==> config.mk <==
export PLATFORM = sky130hd
export DESIGN_NAME = morse_key_sequencer
export DESIGN_NICKNAME = d
export VERILOG_FILES = /design/src/rtl/morse_key_sequencer.sv
export SDC_FILE = /design/constraint.sdc
export NUM_CORES = 1
export LEC_CHECK = 0
export CAP_MARGIN = 20
export CELL_PAD_IN_SITES_DETAIL_PLACEMENT = 0
export CELL_PAD_IN_SITES_GLOBAL_PLACEMENT = 1
export CORE_UTILIZATION = 44
export CTS_BUF_LIST = sky130_fd_sc_hd__clkbuf_16
export CTS_CLUSTER_DIAMETER = 50
export DETAILED_ROUTE_END_ITERATION = 16
export GPL_ROUTABILITY_DRIVEN = 0
export PLACE_DENSITY_LB_ADDON = 0.1
export RECOVER_POWER = 25
export SLEW_MARGIN = 30
export SYNTH_ARGS = -nofsm -noshare
export SYNTH_HDL_FRONTEND = slang
export SYNTH_SLANG_ARGS = --single-unit
==> constraint.sdc <==
create_clock -name clk -period 1.66 [get_ports clk]
set_input_delay 0.415 -clock clk [delete_from_list [all_inputs] [get_ports clk]]
set_output_delay 0.415 -clock clk [all_outputs]
set_load 0.02 [all_outputs]
==> src/rtl/morse_key_sequencer.sv <==
`default_nettype none
// ============================================================================
// Module   : morse_key_sequencer
// Brief    : Times a raw Morse key line and emits one-hot dot/dash/char/word
//            pulses that respect the downstream detector's idle windows.
// Revision : 1.0
// ============================================================================
module morse_key_sequencer #(
  parameter int unsigned UNIT_CYCLES = 4,
  parameter int unsigned MAX_UNITS   = 15
) (
  input  logic clk,
  input  logic rst,
  input  logic en,
  input  logic key_in,
  input  logic err_clr,
  output logic dot_inp,
  output logic dash_inp,
  output logic char_space_inp,
  output logic word_space_inp,
  output logic busy,
  output logic overrun_err,
  output logic stuck_err
);

  localparam int unsigned C_DASH_MIN  = 2 * UNIT_CYCLES;
  localparam int unsigned C_STUCK_LIM = MAX_UNITS * UNIT_CYCLES;
  localparam int unsigned C_CHAR_AT   = 3 * UNIT_CYCLES - 1;
  localparam int unsigned C_WORD_AT   = 7 * UNIT_CYCLES - 1;
  localparam int unsigned MARK_W      = $clog2(C_STUCK_LIM + 1);
  localparam int unsigned GAP_W       = $clog2(C_WORD_AT + 2);

  typedef enum logic [1:0] {
    S_IDLE  = 2'd0,
    S_MARK  = 2'd1,
    S_SPACE = 2'd2,
    S_STUCK = 2'd3
  } state_t;

  state_t             state_q, state_d;
  logic               key_meta_q, key_s_q;
  logic [MARK_W-1:0]  mark_cnt_q, mark_cnt_d;
  logic [GAP_W-1:0]   gap_cnt_q, gap_cnt_d;
  logic [2:0]         guard_q, guard_d;
  logic               pend_valid_q, pend_valid_d;
  logic               pend_dash_q, pend_dash_d;
  logic               dot_q, dot_d, dash_q, dash_d;
  logic               char_q, char_d, word_q, word_d;
  logic               busy_q, busy_d;
  logic               overrun_q, overrun_d, stuck_q, stuck_d;

  logic               w_classify;
  logic               w_cls_dash;
  logic               w_guard_clear;
  logic               w_overrun_set;
  logic               w_stuck_set;

  assign w_cls_dash    = (mark_cnt_q >= MARK_W'(C_DASH_MIN));
  assign w_guard_clear = (guard_q == 3'd0);

  always_comb begin
    state_d       = state_q;
    mark_cnt_d    = mark_cnt_q;
    gap_cnt_d     = gap_cnt_q;
    guard_d       = w_guard_clear ? 3'd0 : guard_q - 3'd1;
    pend_valid_d  = pend_valid_q;
    pend_dash_d   = pend_dash_q;
    dot_d         = 1'b0;
    dash_d        = 1'b0;
    char_d        = 1'b0;
    word_d        = 1'b0;
    w_classify    = 1'b0;
    w_overrun_set = 1'b0;
    w_stuck_set   = 1'b0;

    case (state_q)
      S_IDLE: begin
        if (key_s_q) begin
          state_d    = S_MARK;
          mark_cnt_d = MARK_W'(1);
        end
      end
      S_MARK: begin
        if (key_s_q) begin
          mark_cnt_d = mark_cnt_q + MARK_W'(1);
          if (mark_cnt_q == MARK_W'(C_STUCK_LIM - 1)) begin
            state_d     = S_STUCK;
            w_stuck_set = 1'b1;
          end
        end else begin
          w_classify = 1'b1;
          state_d    = S_SPACE;
        end
      end
      S_SPACE: begin
        if (key_s_q) begin
          state_d    = S_MARK;
          mark_cnt_d = MARK_W'(1);
        end else if (!pend_valid_q) begin
          // Gap timing is frozen until the pending symbol has actually gone out.
          gap_cnt_d = gap_cnt_q + GAP_W'(1);
          if (gap_cnt_q == GAP_W'(C_CHAR_AT)) begin
            char_d  = 1'b1;
            guard_d = 3'd3;
          end else if (gap_cnt_q == GAP_W'(C_WORD_AT)) begin
            word_d  = 1'b1;
            guard_d = 3'd7;
            state_d = S_IDLE;
          end
        end
      end
      S_STUCK: begin
        if (!key_s_q) state_d = S_IDLE;
      end
      default: state_d = S_IDLE;
    endcase

    if (pend_valid_q && w_guard_clear) begin
      dot_d        = ~pend_dash_q;
      dash_d       = pend_dash_q;
      gap_cnt_d    = '0;
      pend_valid_d = w_classify;
      if (w_classify) pend_dash_d = w_cls_dash;
    end else if (w_classify) begin
      if (w_guard_clear) begin
        dot_d     = ~w_cls_dash;
        dash_d    = w_cls_dash;
        gap_cnt_d = '0;
      end else if (!pend_valid_q) begin
        pend_valid_d = 1'b1;
        pend_dash_d  = w_cls_dash;
      end else begin
        w_overrun_set = 1'b1;
      end
    end

    if (!en) begin
      state_d       = S_IDLE;
      mark_cnt_d    = '0;
      gap_cnt_d     = '0;
      guard_d       = 3'd0;
      pend_valid_d  = 1'b0;
      pend_dash_d   = 1'b0;
      dot_d         = 1'b0;
      dash_d        = 1'b0;
      char_d        = 1'b0;
      word_d        = 1'b0;
      w_overrun_set = 1'b0;
      w_stuck_set   = 1'b0;
    end

    busy_d    = (state_d != S_IDLE) || pend_valid_d;
    overrun_d = w_overrun_set | (overrun_q & ~err_clr);
    stuck_d   = w_stuck_set | (stuck_q & ~err_clr);
  end

  always_ff @(posedge clk or negedge rst) begin
    if (!rst) begin
      state_q      <= S_IDLE;
      key_meta_q   <= 1'b0;
      key_s_q      <= 1'b0;
      mark_cnt_q   <= '0;
      gap_cnt_q    <= '0;
      guard_q      <= 3'd0;
      pend_valid_q <= 1'b0;
      pend_dash_q  <= 1'b0;
      dot_q        <= 1'b0;
      dash_q       <= 1'b0;
      char_q       <= 1'b0;
      word_q       <= 1'b0;
      busy_q       <= 1'b0;
      overrun_q    <= 1'b0;
      stuck_q      <= 1'b0;
    end else begin
      state_q      <= state_d;
      key_meta_q   <= key_in;
      key_s_q      <= key_meta_q;
      mark_cnt_q   <= mark_cnt_d;
      gap_cnt_q    <= gap_cnt_d;
      guard_q      <= guard_d;
      pend_valid_q <= pend_valid_d;
      pend_dash_q  <= pend_dash_d;
      dot_q        <= dot_d;
      dash_q       <= dash_d;
      char_q       <= char_d;
      word_q       <= word_d;
      busy_q       <= busy_d;
      overrun_q    <= overrun_d;
      stuck_q      <= stuck_d;
    end
  end

  assign dot_inp        = dot_q;
  assign dash_inp       = dash_q;
  assign char_space_inp = char_q;
  assign word_space_inp = word_q;
  assign busy           = busy_q;
  assign overrun_err    = overrun_q;
  assign stuck_err      = stuck_q;

endmodule
`default_nettype wire
======== Word level (Yosys, flattened, before mapping) ========
Index checks and enable logic that the tools add are counted.
storage, ports and cells
  register bits ........................... 27
  bits of input ports ..................... 5
  output and inout bits ................... 7
  logic and storage cells ................. 114
operators by class
  $add $sub $neg .......................... 3
  magnitude comparators ................... 1
  eq/ne operators ......................... 12
  mux-type cells .......................... 68
  bitwise logic cells ..................... 7
  reductions and logical operators ........ 8
operator list
  operator               count
  $mux W1                40
  $mux W5                7
  $mux W3                7
  $mux W2                9
  $mux W6                3
  $ne A3 B2 Y1 const B   4
  $pmux W6 S2            1
  $pmux W2 S4            1
  $add A6 B1 Y6 const B  1
  $eq A6 B6 Y1 const B   1
  $ge A6 B4 Y1 const B   1
  $reduce_and A3 Y1      2
  $add A5 B1 Y5 const B  1
  $eq A5 B4 Y1 const B   1
  $eq A5 B5 Y1 const B   1
  $eq A2 B2 Y1 const B   2
  $logic_not A3 Y1       1
  $ne A3 B3 Y1 const B   1
  $not A1 Y1             3
  $sub A3 B1 Y3 const B  1
  $and A1 B1 Y1          2
  $eq A2 B1 Y1 const B   1
  $logic_not A2 Y1       1
  $ne A2 B1 Y1 const B   1
  5 further kinds        6

======== Longest topological paths before layout ========
  depth after elaboration ................. 9
  mapped depth ............................ 6
  gate-level depth less buffers ........... 6

======== Worst setup path before layout ========
No wires, ideal clock.
  kind .................................... reg2reg
  from .................................... reg gap_cnt_q[0]
  to ...................................... reg busy_q (netlist: busy)
  setup time .............................. 0.082 ns
  arrival ................................. 1.377 ns
  required time ........................... 1.578 ns
  setup slack ............................. 0.201 ns
  stages on the path, launching flop included .. 6
  buffers on the path ..................... 0
  period minus slack after synthesis ...... 1.459 ns
  cells stage by stage .................... dfrtp_1 ha_1 nor4bb_1 a2111oi_0 a31oi_1 a31oi_1
on the way
  word-level cells in the longest chain between the ends .. 9
  elaborated cells between the ends (all ways) .. 10
  classes of those cells .................. 2 x eq/ne; 6 x mux; 2 x reduce/logical
RTL lines
  element                 line  text
  start, declared         43    logic [GAP_W-1:0] gap_cnt_q, gap_cnt_d;
  start signal, assigned  179   gap_cnt_q <= gap_cnt_d;
  $eq A5 B5 Y1            105   end else if (gap_cnt_q == GAP_W'(C_WORD_AT)) begin
  $mux W2                 105
  $mux W2 (*)             102   if (gap_cnt_q == GAP_W'(C_CHAR_AT)) begin
  $mux W2 (*)             99    end else if (!pend_valid_q) begin
  $mux W2 (*)             96    if (key_s_q) begin
  $pmux W2 S4 (*)         76    case (state_q)
  $mux W2 (*)             137   if (!en) begin
  $reduce_bool A2 Y1 (*)  152   busy_d = (state_d != S_IDLE) || pend_valid_d;
  $logic_or A1 B1 Y1 (*)  152
  named net busy_d        49    logic busy_q, busy_d;
  end signal, assigned    187   busy_q <= busy_d;
  end, declared           49
Mark *: on every way through the listed nets, which the timed path passes. The rest lies on a longest branch.
A chain may end at the register's enable or synchronous reset.

======== Worst setup path in the final report ========
  from .................................... reg busy_q (netlist: busy)
  to ...................................... out busy
RTL lines
  element        line  text
  end, declared  21    output logic busy,
No word-level cell between the ends.

==> results.cfg <==
[detailed_routing]
routed_wl_um = 2710
wl_per_cell_um = 15.0
final_antenna_net_count = 0
viasPerCell = 5.71
num_vias = 1033
drc = 3
drt_iter0_drc = 31
firstDrtPassIters = 10

[clock_tree]
h-tree-depth = 1
clock-sinks = 27
clk-insertion-delay-late_ps = 260
ctsHoldBuffers = 0
cts_buffer_depth = 2
cts_buffers = 3
cts_tree = yes
clockRootBuffer = clkbuf_16
clk_pin_slew_ps = 60

[timing]
slew_viol_final = 0
worstMarginPinSlew_ps = 636
relSlewSlack = 0.576
hold_viol_final = 0
skew_ps = 1.99
period_needed_ps = 1600
fin_crit_sh = 0.965
rsz0062_at_grt = false
final.setup.worst_slack_ps = 58.4
hold_ws_ps = 354
setup_violations = 0
fin_setup_tns_ps = 0
fmax_ghz = 0.624

[critical_path]
crit_type = flip-flop to output pin
cp_top_family = buffers and inverters
start_kind = flip-flop
cp-end-kind = output pin
crit_required_ps = 1240
path_max_fanout = 1
rr_startpoint = gap_cnt_q[0]
slowest_delay_ps = 600
critPathBufInv = 1
rr_worst_depth = 5
slowest_stage = clkdlybuf4s50_1
path_cells = clkdlybuf4s50_1
reg2reg_to = state_q[1]
ff2ff_setup_slack_ps = 140
crit_arrival_ps = 1190

[finish]
final_cell_count_no_fill = 181
fillers = 257
multi_input_area_um2 = 624
area_growth_pct = 20.1
drive_gt1_frac = 0.153
regArea_um2 = 677
n_antenna_cell = 0
finish.utilization = 0.576
layout.nets = 159
stdcell_area_mm2 = 0.00163

[yosys]
synth_compound_area_frac = 0.134
synth_area_mm2 = 0.00136
synth_xor_area_frac = 0.0323
muxShareOfSynthArea = 0.0396
synth_top_family_by_area = simple AND/OR/NAND/NOR gates
synthesis.instances = 130
synth_edf_count = 0
yosysSeqAreaShare = 0.498
avgSynthCellArea_um2 = 10.4
ys_async_sr_fraction = 1.00
synthAdderAreaFrac = 0.0350
yosys_warnings = 0
ys_ff_latch = 27
synth_ff_type = dfrtp_1
synth-simple-area-share = 0.217
syn_nets = 138
synth_cell_types = 39

[floorplan]
die_w_um = 57.5
coreArea_mm2 = 0.00283
die-area_mm2 = 0.00331
pin_count = 12
row_count = 19
start_util = 0.480
dieHeight_um = 57.5

[placed_design]
dpl.hpwl_um = 1920
dpl_cell_area_mm2 = 0.00154
numPortBuffers = 11
pre_cts_ws_ps = 41.4
placed_cells = 177

[global_routing]
track_usage = 0.187
grt_start_max_net_pins = 28
grt_pass1_wl_um = 4710
grt_pass1_vias = 1064
antenna_found_initial = 0
grt_remaining_overflow = 0

[min_path]
min_from = key_meta_q
hold_path_depth = 0
hold_path.class = flip-flop to flip-flop
min_to = key_s_q

[pwr]
p_per_area_mw_per_mm2 = 803
p_leak_nw = 0.733
ir_drop_uv = 387
p_total_mw = 1.31

[run]
cap_violations = 0

[run_status]
outcome = complete, but fails checks
violations = DRC
[layout by cell type, fill, tap and decap left out, types with 4 or more instances in the layout]
cell type / count
a21oi_1: 8
buf_4: 9
clkdlybuf4s50_1: 7
dfrtp_1: 26
inv_1: 6
nand2_1: 13
nor2_1: 14
nor3_1: 4
o21ai_0: 5
[state kept, by name, indices dropped and copies added, names as in the netlist]
register / count
busy: 1
guard_q: 3
char_space_inp: 1
overrun_err: 1
pend_dash_q: 1
dot_inp: 1
stuck_err: 1
pend_valid_q: 1
key_s_q: 1
word_space_inp: 1
gap_cnt_q: 5
state_q: 2
mark_cnt_q: 6
key_meta_q: 1
dash_inp: 1
[layer usage]
layer | vias up | track usage | part of all wire
met5 | - | 0 | 0
met4 | 0 | 0.0976 | 0.023
met3 | 7 | 0.0204 | 0.025
met2 | 18 | 0.301 | 0.46
met1 | 504 | 0.251 | 0.49
li1 | 504 | - | -
[Yosys cell counts, types with 3 or more instances]
library cell	instances	area share
xor2_1	3	0.019
inv_1	6	0.017
a21oi_1	8	0.029
ha_1	3	0.028
a22oi_1	3	0.017
a31oi_1	3	0.014
dfrtp_1	27	0.50
nor2_1	14	0.039
nor2b_1	3	0.014
mux2_2	3	0.025
nand4b_1	3	0.019
nor3_1	4	0.015
nand2_1	13	0.036
o21ai_0	5	0.018
[layout make-up]
cell class	instances	share of cell area
Sequential cell	27	0.415
Multi-Input combinational cell	92	0.383
Timing Repair Buffer	21	0.115
Clock buffer	3	0.0460
Tap cell	31	0.0238
Inverter	6	0.0138
Clock inverter	1	0.00307
[report_power, final]
group / total (mW) / internal, mW / leakage [nW] / switching (mW)
Sequential: 0.679 / 0.668 / 0.367 / 0.0115
Combinational: 0.0911 / 0.0377 / 0.325 / 0.0534
Clock: 0.538 / 0.325 / 0.0409 / 0.213
[worst max path at each step]
stage	end	cells after the start	from
finish	busy	1	busy
global route	dot_inp	1	dot_inp
CTS	overrun_err	1	overrun_err
detailed placement	state_q[1]	5	gap_cnt_q[0]
global placement	busy	5	gap_cnt_q[0]
floorplan	busy	5	gap_cnt_q[0]
[cells by family (layout without fill, tap and decap cells)]
kind of cell             Yosys count  count (layout)
multiplexers                       5               5
flip-flops                        27              27
AND/OR/NAND/NOR                   50              50
XOR/XNOR                           5               5
adder cells (fa/ha/maj)            4               4
AO/OA/AOI/OAI                     28              28
buffers and inverters             11              31
[repair_timing]
item / CTS / global route
setup buffers: 0 / 0
resized for setup: 0 / 5
setup endpoints to repair: 0 / 6
Power figures use the tool's default switching activity.
